**config.mk**
```make
export PLATFORM = sky130hd
export DESIGN_NAME = msg_sequencer
export DESIGN_NICKNAME = d
export VERILOG_FILES = /design/src/rtl/msg_seq_pkg.sv /design/src/rtl/btn_conditioner.sv /design/src/rtl/msg_sequencer.sv
export SDC_FILE = /design/constraint.sdc
export NUM_CORES = 2
export LEC_CHECK = 0
export CORE_ASPECT_RATIO = 1.75
export CORE_MARGIN = 3
export CORE_UTILIZATION = 55
export CTS_BUF_LIST = sky130_fd_sc_hd__clkbuf_8
export DETAILED_ROUTE_END_ITERATION = 10
export GPL_ROUTABILITY_DRIVEN = 1
export PLACE_DENSITY = 0.74
export RECOVER_POWER = 25
export SYNTH_ARGS = -nofsm -noshare
export SYNTH_HDL_FRONTEND = slang
export SYNTH_SLANG_ARGS = --single-unit
```
**constraint.sdc**
```tcl
create_clock -name clk -period 4.08 [get_ports clk]
set_input_delay 0.408 -clock clk [delete_from_list [all_inputs] [get_ports clk]]
set_output_delay 0.408 -clock clk [all_outputs]
set_load 0.02 [all_outputs]
```
**src/rtl/msg_seq_pkg.sv**
```systemverilog
// -----------------------------------------------------------------------------
// msg_seq_pkg
//   Shared types and constants for the message sequencer.
//   - state_t      : sequencer state (IDLE, PRESENT, HOLD, DONE)
//   - MSG_W_DEFAULT: default message width, the sum of the packet fields below
//   - field widths : 24-bit header, four 32-bit fields, two 8-bit tag fields
//   - field_lsb()  : bit position of the n-th 32-bit field inside a message
// -----------------------------------------------------------------------------
package msg_seq_pkg;

  typedef enum logic [1:0] {
    IDLE    = 2'd0,
    PRESENT = 2'd1,
    HOLD    = 2'd2,
    DONE    = 2'd3
  } state_t;

  localparam int HDR_W      = 24;
  localparam int FIELD_W    = 32;
  localparam int NUM_FIELDS = 4;
  localparam int TAG_W      = 8;
  localparam int NUM_TAGS   = 2;

  localparam int MSG_W_DEFAULT = HDR_W + NUM_FIELDS * FIELD_W + NUM_TAGS * TAG_W;

  // Header occupies the top bits; fields follow MSB-first, tags sit at the bottom.
  function automatic int field_lsb(input int n);
    return MSG_W_DEFAULT - HDR_W - (n + 1) * FIELD_W;
  endfunction

endpackage

```
**src/rtl/btn_conditioner.sv**
```systemverilog
// -----------------------------------------------------------------------------
// btn_conditioner
//   Turns a raw asynchronous push-button into a single-cycle advance pulse:
//   2-FF synchroniser -> optional debounce -> rising-edge detect (registered).
//   Optional debounce is enabled with the macro MSG_SEQ_DEBOUNCE_EN; without
//   it the edge is taken directly from the synchronised level (3-cycle latency)
//   and DEBOUNCE_CYC has no effect. With it, latency is 3 + DEBOUNCE_CYC.
//
// Ports:
//   clk   in  system clock
//   rst   in  asynchronous active-low reset
//   btn   in  raw button level (asynchronous, active-high)
//   pulse out one-cycle pulse per accepted rising edge
// -----------------------------------------------------------------------------
module btn_conditioner #(
  parameter int DEBOUNCE_CYC = 16
) (
  input  logic clk,
  input  logic rst,
  input  logic btn,
  output logic pulse
);

  logic sync1_reg;
  logic sync2_reg;
  logic level;
  logic level_d_reg;
  logic pulse_reg;

  always_ff @(posedge clk or negedge rst) begin
    if (!rst) begin
      sync1_reg <= 1'b0;
      sync2_reg <= 1'b0;
    end else begin
      sync1_reg <= btn;
      sync2_reg <= sync1_reg;
    end
  end

`ifdef MSG_SEQ_DEBOUNCE_EN
  // The counter runs only while the synchronised input differs from the
  // accepted level; any return to the accepted level restarts the count.
  localparam int CNT_W = (DEBOUNCE_CYC < 2) ? 1 : $clog2(DEBOUNCE_CYC);

  logic [CNT_W-1:0] cnt_reg;
  logic             stable_reg;

  always_ff @(posedge clk or negedge rst) begin
    if (!rst) begin
      cnt_reg    <= '0;
      stable_reg <= 1'b0;
    end else if (sync2_reg == stable_reg) begin
      cnt_reg <= '0;
    end else if (cnt_reg == CNT_W'(DEBOUNCE_CYC - 1)) begin
      stable_reg <= sync2_reg;
      cnt_reg    <= '0;
    end else begin
      cnt_reg <= cnt_reg + CNT_W'(1);
    end
  end

  assign level = stable_reg;
`else
  assign level = sync2_reg;
`endif

  always_ff @(posedge clk or negedge rst) begin
    if (!rst) begin
      level_d_reg <= 1'b0;
      pulse_reg   <= 1'b0;
    end else begin
      level_d_reg <= level;
      pulse_reg   <= level & ~level_d_reg;
    end
  end

  assign pulse = pulse_reg;

endmodule

```
**src/rtl/msg_sequencer.sv**
```systemverilog
// -----------------------------------------------------------------------------
// msg_sequencer
//   Writable table of DEPTH messages presented one at a time on a valid/ready
//   handshake. Advances on a conditioned button press or an auto-play timer,
//   with wrap-around or stop-at-end. Button debounce is compiled in when the
//   macro MSG_SEQ_DEBOUNCE_EN is defined (default build: no debounce).
//
// Ports:
//   clk          in   system clock
//   rst          in   asynchronous active-low reset
//   next_msg     in   raw push button (asynchronous)
//   restart      in   sync pulse: back to IDLE at entry 0
//   wrap         in   1 = wrap last->0, 0 = stop at last (DONE)
//   len          in   active entries; 0 or >DEPTH means DEPTH
//   auto_period  in   auto-advance interval in cycles, 0 = off
//   wr_en/wr_addr/wr_data in  table write port
//   msg          out  presented message (registered)
//   msg_valid    out  msg is valid
//   msg_ready    in   consumer accept
//   idx          out  index of presented / last-presented entry
//   last         out  idx == len-1 (registered)
//   done         out  stopped at end (registered)
// -----------------------------------------------------------------------------
module msg_sequencer
  import msg_seq_pkg::*;
#(
  parameter int MSG_W        = MSG_W_DEFAULT,
  parameter int DEPTH        = 8,
  parameter int IDX_W        = $clog2(DEPTH),
  parameter int DEBOUNCE_CYC = 16,
  parameter int AUTO_W       = 24
) (
  input  logic              clk,
  input  logic              rst,
  input  logic              next_msg,
  input  logic              restart,
  input  logic              wrap,
  input  logic [IDX_W:0]    len,
  input  logic [AUTO_W-1:0] auto_period,
  input  logic              wr_en,
  input  logic [IDX_W-1:0]  wr_addr,
  input  logic [MSG_W-1:0]  wr_data,
  output logic [MSG_W-1:0]  msg,
  output logic              msg_valid,
  input  logic              msg_ready,
  output logic [IDX_W-1:0]  idx,
  output logic              last,
  output logic              done
);

  localparam int                LEN_W   = IDX_W + 1;
  localparam logic [LEN_W-1:0]  DEPTH_L = LEN_W'(DEPTH);

  // ---------------------------------------------------------------------------
  // Message table
  // ---------------------------------------------------------------------------
  logic [MSG_W-1:0] table_reg [DEPTH];
  logic [DEPTH-1:0] wr_hit;

  for (genvar gi = 0; gi < DEPTH; gi++) begin : g_wr_dec
    assign wr_hit[gi] = wr_en && (wr_addr == IDX_W'(gi));
  end

  always_ff @(posedge clk or negedge rst) begin
    if (!rst) begin
      for (int i = 0; i < DEPTH; i++) table_reg[i] <= '0;
    end else begin
      for (int i = 0; i < DEPTH; i++) begin
        if (wr_hit[i]) table_reg[i] <= wr_data;
      end
    end
  end

  // ---------------------------------------------------------------------------
  // Advance sources
  // ---------------------------------------------------------------------------
  logic btn_pulse;

  btn_conditioner #(
    .DEBOUNCE_CYC (DEBOUNCE_CYC)
  ) u_btn (
    .clk   (clk),
    .rst   (rst),
    .btn   (next_msg),
    .pulse (btn_pulse)
  );

  state_t            state_reg, state_next;
  logic [IDX_W-1:0]  idx_reg, idx_next;
  logic              pending_reg, pending_next;
  logic [MSG_W-1:0]  msg_reg;
  logic              msg_valid_reg;
  logic              last_reg;
  logic              done_reg;
  logic              load_msg;
  logic [AUTO_W-1:0] timer_reg, timer_next;
  logic              timer_run;
  logic              auto_tick;
  logic              adv;

  // The timer only runs where an advance would act immediately.
  // Using >= keeps it from running away if auto_period shrinks mid-count.
  assign timer_run = ((state_reg == IDLE) || (state_reg == HOLD)) && (auto_period != '0);
  assign auto_tick = timer_run && (timer_reg >= (auto_period - AUTO_W'(1)));
  assign adv       = btn_pulse | auto_tick;

  always_comb begin
    timer_next = timer_reg + AUTO_W'(1);
    if (restart || adv || !timer_run) timer_next = '0;
  end

  // ---------------------------------------------------------------------------
  // Index arithmetic
  // ---------------------------------------------------------------------------
  logic [LEN_W-1:0] len_eff;
  logic             at_end;

  always_comb begin
    len_eff = len;
    if ((len == '0) || (len > DEPTH_L)) len_eff = DEPTH_L;
  end

  // ">=" rather than "==" so a len reduced below the current index still ends the run.
  assign at_end = (({1'b0, idx_reg} + LEN_W'(1)) >= len_eff);

  // ---------------------------------------------------------------------------
  // FSM
  // ---------------------------------------------------------------------------
  always_comb begin
    state_next   = state_reg;
    idx_next     = idx_reg;
    pending_next = pending_reg;
    load_msg     = 1'b0;

    case (state_reg)
      IDLE: begin
        if (adv) begin
          state_next = PRESENT;
          idx_next   = '0;
          load_msg   = 1'b1;
        end
      end

      PRESENT: begin
        // One-deep: a second advance while pending is simply absorbed.
        if (adv) pending_next = 1'b1;
        // Acceptance always passes through HOLD, which gives the bubble cycle
        // before a pending advance is serviced.
        if (msg_ready) state_next = HOLD;
      end

      HOLD: begin
        if (adv || pending_reg) begin
          pending_next = 1'b0;
          if (at_end && !wrap) begin
            state_next = DONE;
          end else begin
            state_next = PRESENT;
            idx_next   = at_end ? '0 : idx_reg + IDX_W'(1);
            load_msg   = 1'b1;
          end
        end
      end

      DONE: begin
        pending_next = 1'b0;
      end

      default: begin
        state_next = IDLE;
      end
    endcase

    if (restart) begin
      state_next   = IDLE;
      idx_next     = '0;
      pending_next = 1'b0;
      load_msg     = 1'b0;
    end
  end

  always_ff @(posedge clk or negedge rst) begin
    if (!rst) begin
      state_reg     <= IDLE;
      idx_reg       <= '0;
      pending_reg   <= 1'b0;
      timer_reg     <= '0;
      msg_reg       <= '0;
      msg_valid_reg <= 1'b0;
      last_reg      <= 1'b0;
      done_reg      <= 1'b0;
    end else begin
      state_reg     <= state_next;
      idx_reg       <= idx_next;
      pending_reg   <= pending_next;
      timer_reg     <= timer_next;
      // Table read happens before any same-edge write lands, so a write to
      // the entry being presented only shows up at its next presentation.
      if (load_msg) msg_reg <= table_reg[idx_next];
      msg_valid_reg <= (state_next == PRESENT);
      done_reg      <= (state_next == DONE);
      last_reg      <= (state_next != IDLE) &&
                       (({1'b0, idx_next} + LEN_W'(1)) == len_eff);
    end
  end

  assign msg       = msg_reg;
  assign msg_valid = msg_valid_reg;
  assign idx       = idx_reg;
  assign last      = last_reg;
  assign done      = done_reg;

endmodule
```
==> results by group <==
Outcome
  – Outcome: finished, violations left
  – Failing checks: max-capacitance violations, max-slew violations, negative setup slack

Timing
  – Clock Skew: 0.0563 ns
  – Setup ws final: -0.196 ns
  – Hold Slack: around 0.22 ns
  – Sum Neg Setup Slack: -8.74 ns
  – Final Critical Period: around 4.3 ns
  – Final Cycle Share: 105%
  – Slew Viols, Final: 150
  – Final hold violations: 0
  – RSZ-0062 raised after global routing: true
  – Final setup violation count: around 150
  – Worst-Margin Slew: 3.82 ns
  – Slew Limit Headroom: -155%
  – Peak Freq: about 230 MHz

Detailed routing
  – Top Metal Used: met5
  – Met1 wire length: about 82,000 um
  – Residual DRC: 0
  – Vias/cell: approximately 6.0
  – Routed wire length: ~190,000 um
  – DR WL met3: 9820 um
  – Via count: 44,800
  – Post-detailed-route count of antenna-violating nets: 0
  – First-pass DRT Iterations: 5
  – DR WL met2: ~100,000 um
  – Wire per inst: roughly 26 um
  – 1st-iter DRT viols: 2,643

CTS
  – Max H-tree Level: 4
  – Worst-path clk slew: about 0.06 ns
  – Clk Latency, worst-skew pair: between 0.9 and 1 ns
  – Root buf cell: clkbuf_8
  – Clock buffer count from CTS: 220
  – Clk sinks: between 1,500 and 2,000
  – Clock Path Buffers: 3
  – CTS tree: yes

Power
  – Peak supply drop: 0.412 mV
  – PwrDens: 476 nW/um2
  – Static Leakage: around 40 nW
  – Power consumption: roughly 41 mW

Synthesis
  – Synth Register Bits: about 1,500
  – Cell taking the most area after synthesis: dfrtp_1
  – Synth warn: 0
  – Post-synth EDFFs: 0
  – Synth area leaders: dfrtp_1, mux2_2, mux2i_1, o221a_2, nor2_1
  – Synth Net Count: 5,097
  – Mapped Avg Cell Area: between 10 and 15 um2
  – Sequential fraction of the synthesis area: between 50% and 60%
  – Synthesized area: approximately 70,000 um2
  – Post-synth top area share: 55.2%
  – Post-synth top flop: dfrtp_1
  – Async S/R FF share, synth: between 90% and 100%
  – Cells after Synth: between 4,000 and 5,000
  – Synth unique cells: 68

Final layout
  – # nets final: 5,805
  – Most frequent cells in the layout: dfrtp_1, mux2_2, mux2i_1
  – Fraction of layout cells with a size suffix above 1: between 40% and 50%
  – Most common cell after layout, fill and taps aside: dfrtp_1
  – Largest register FFs: between 1,000 and 1,500
  – Non-Filler Instances: about 7,400
  – Area delta synth->final: 23.8%
  – Finished Cell Area: just under 90,000 um2

Die
  – # IOs: 380
  – Die footprint: ~130,000 um2
  – CORE AREA: about 130,000 um2
  – Die height: around 480 um
  – Initial core utilization: roughly 56%
  – Rows: about 170
  – Chip Width: between 200 and 300 um

Setup path
  – Critical Path Fanout Max: 8
  – Startpoint types: primary input
  – Critical path type: primary input to flop
  – Crit end category: flop
  – CP required: between 4 and 5 ns
  – Worst Path Arrival: 5.11 ns

Placed design
  – Port buffer count: around 380
  – Dpl cell area: between 70,000 and 80,000 um2
  – Cells after DPL: 6,854
  – Half-perimeter wire length after placement: roughly 110,000 um
  – RD Place Congestion: approximately 0.9

Global routing
  – Wire length of the first global-routing pass: 284,000 um
  – Largest net degree at the start of global routing: roughly 140
  – Total track usage: ~28%
  – Number of global-route vias before repair: ~47,000
  – Grt total ovfl: 0
  – Initial antenna violation count: 23

Flow run
  – Max Cap Viol: 2

Min path
  – Min-Delay Path Class: primary input to flop
-- cell families after synthesis --
logic type | after synthesis | share of synthesized area, %
multiplexers | 2185 | 33.8
flip-flops | 1549 | 55.2
AO/OA/AOI/OAI | 380 | 5.12
buffers and inverters | 345 | 2.68
AND/OR/NAND/NOR | 320 | 2.06
XOR/XNOR | 48 | 0.598
adder cells (fa/ha/maj) | 32 | 0.570
-- repair_timing --
item / CTS / global route
hold buffers: 2 / 0
buffers inserted: 32 / 48
cloned: 15 / 54
endpoints found under the hold margin: 296 / 0
gates resized for setup: 85 / 307
setup endpoints to repair: 169 / 169
pin swaps: 6 / 115
-- critical path, stage by stage --
cell and delay (ns):
buf_6 0.09, or4_4 0.56, nor4_4 0.17, nand2_1 0.12
nor2_2 0.14, nand2_2 0.12, nor4_4 0.19, xnor2_1 0.16
ha_1 0.27, buf_4 0.15, a21oi_2 0.12, o21ai_2 0.07
a22oi_2 0.26, nand4b_1 0.21, buf_4 0.19, o21a_4 0.23
a221o_2 0.41, buf_12 0.15, clkinv_16 0.08, buf_12 0.12
clkbuf_16 0.15, buf_12 0.13, mux2_2 0.34, o22ai_1 0.21
-- stage by stage --
stage	setup WS (ns)	utilization [%]
after CTS	-0.0122	66.5
after detailed placement	-1.42	62.0
final	-0.196	69.0
after global routing	-0.290	68.9
after floorplan	-0.766	-
after global placement	-1.34	62.0
-- layer usage --
layer  vias to the layer above  track usage [%]
met5                         -                0
met4                        16             8.26
met3                       354             5.44
met2                      1217             47.3
met1                     23800             35.5
li1                      19400                -
-- final cells by class --
| cell class | instances | area (um2) |
|---|---|---|
| inverters | 12 | 71.3 |
| flip-flops and latches | 1549 | 38800 |
| repair inverters | 1 | 11.3 |
| clock buffers | 291 | 4010 |
| well taps | 1653 | 2070 |
| multi-input cells | 2965 | 30900 |
| fillers | 8807 | 39100 |
| clock inverters | 124 | 666 |
| diodes | 16 | 40.0 |
| repair buffers | 818 | 10400 |
-- cells in the mapped netlist (22+ instances only) --
library cell / n
ha_1: 32
buf_6: 47
o221a_1: 60
nor2_1: 209
o221a_2: 101
dfrtp_1: 1549
xor2_1: 22
buf_2: 37
xnor2_1: 26
mux2_2: 1505
nand2_1: 25
o22ai_1: 118
clkbuf_1: 201
buf_4: 29
o22ai_2: 50
mux2i_1: 680
-- report_power, final --
group / total (mW) / internal (mW) / switching [mW]
clock network: 12.7 / 6.59 / 6.08
logic: 7.98 / 4.60 / 3.38
registers: 20.7 / 18.7 / 2.00
total: 41.4 / 29.9 / 11.5
-- final timing paths --
kind	startpoint	end	slack (ns)	cells after the start
min	msg_ready	state_reg[1]$_DFF_PN0_	0.22	4
max	auto_period[2]	msg[73]$_DFFE_PN0P_	-0.20	24
max reg2reg	timer_reg[7]$_DFF_PN0_	msg[73]$_DFFE_PN0P_	0.26	16
min reg2reg	u_btn.sync1_reg$_DFF_PN0_	u_btn.level$_DFF_PN0_	0.36	0
max in group asynchronous	rst	table_reg[644]$_DFFE_PN0P_	0.31	3
min in group asynchronous	rst	table_reg[11]$_DFFE_PN0P_	1.20	2
(Power assumes the default switching activity.)
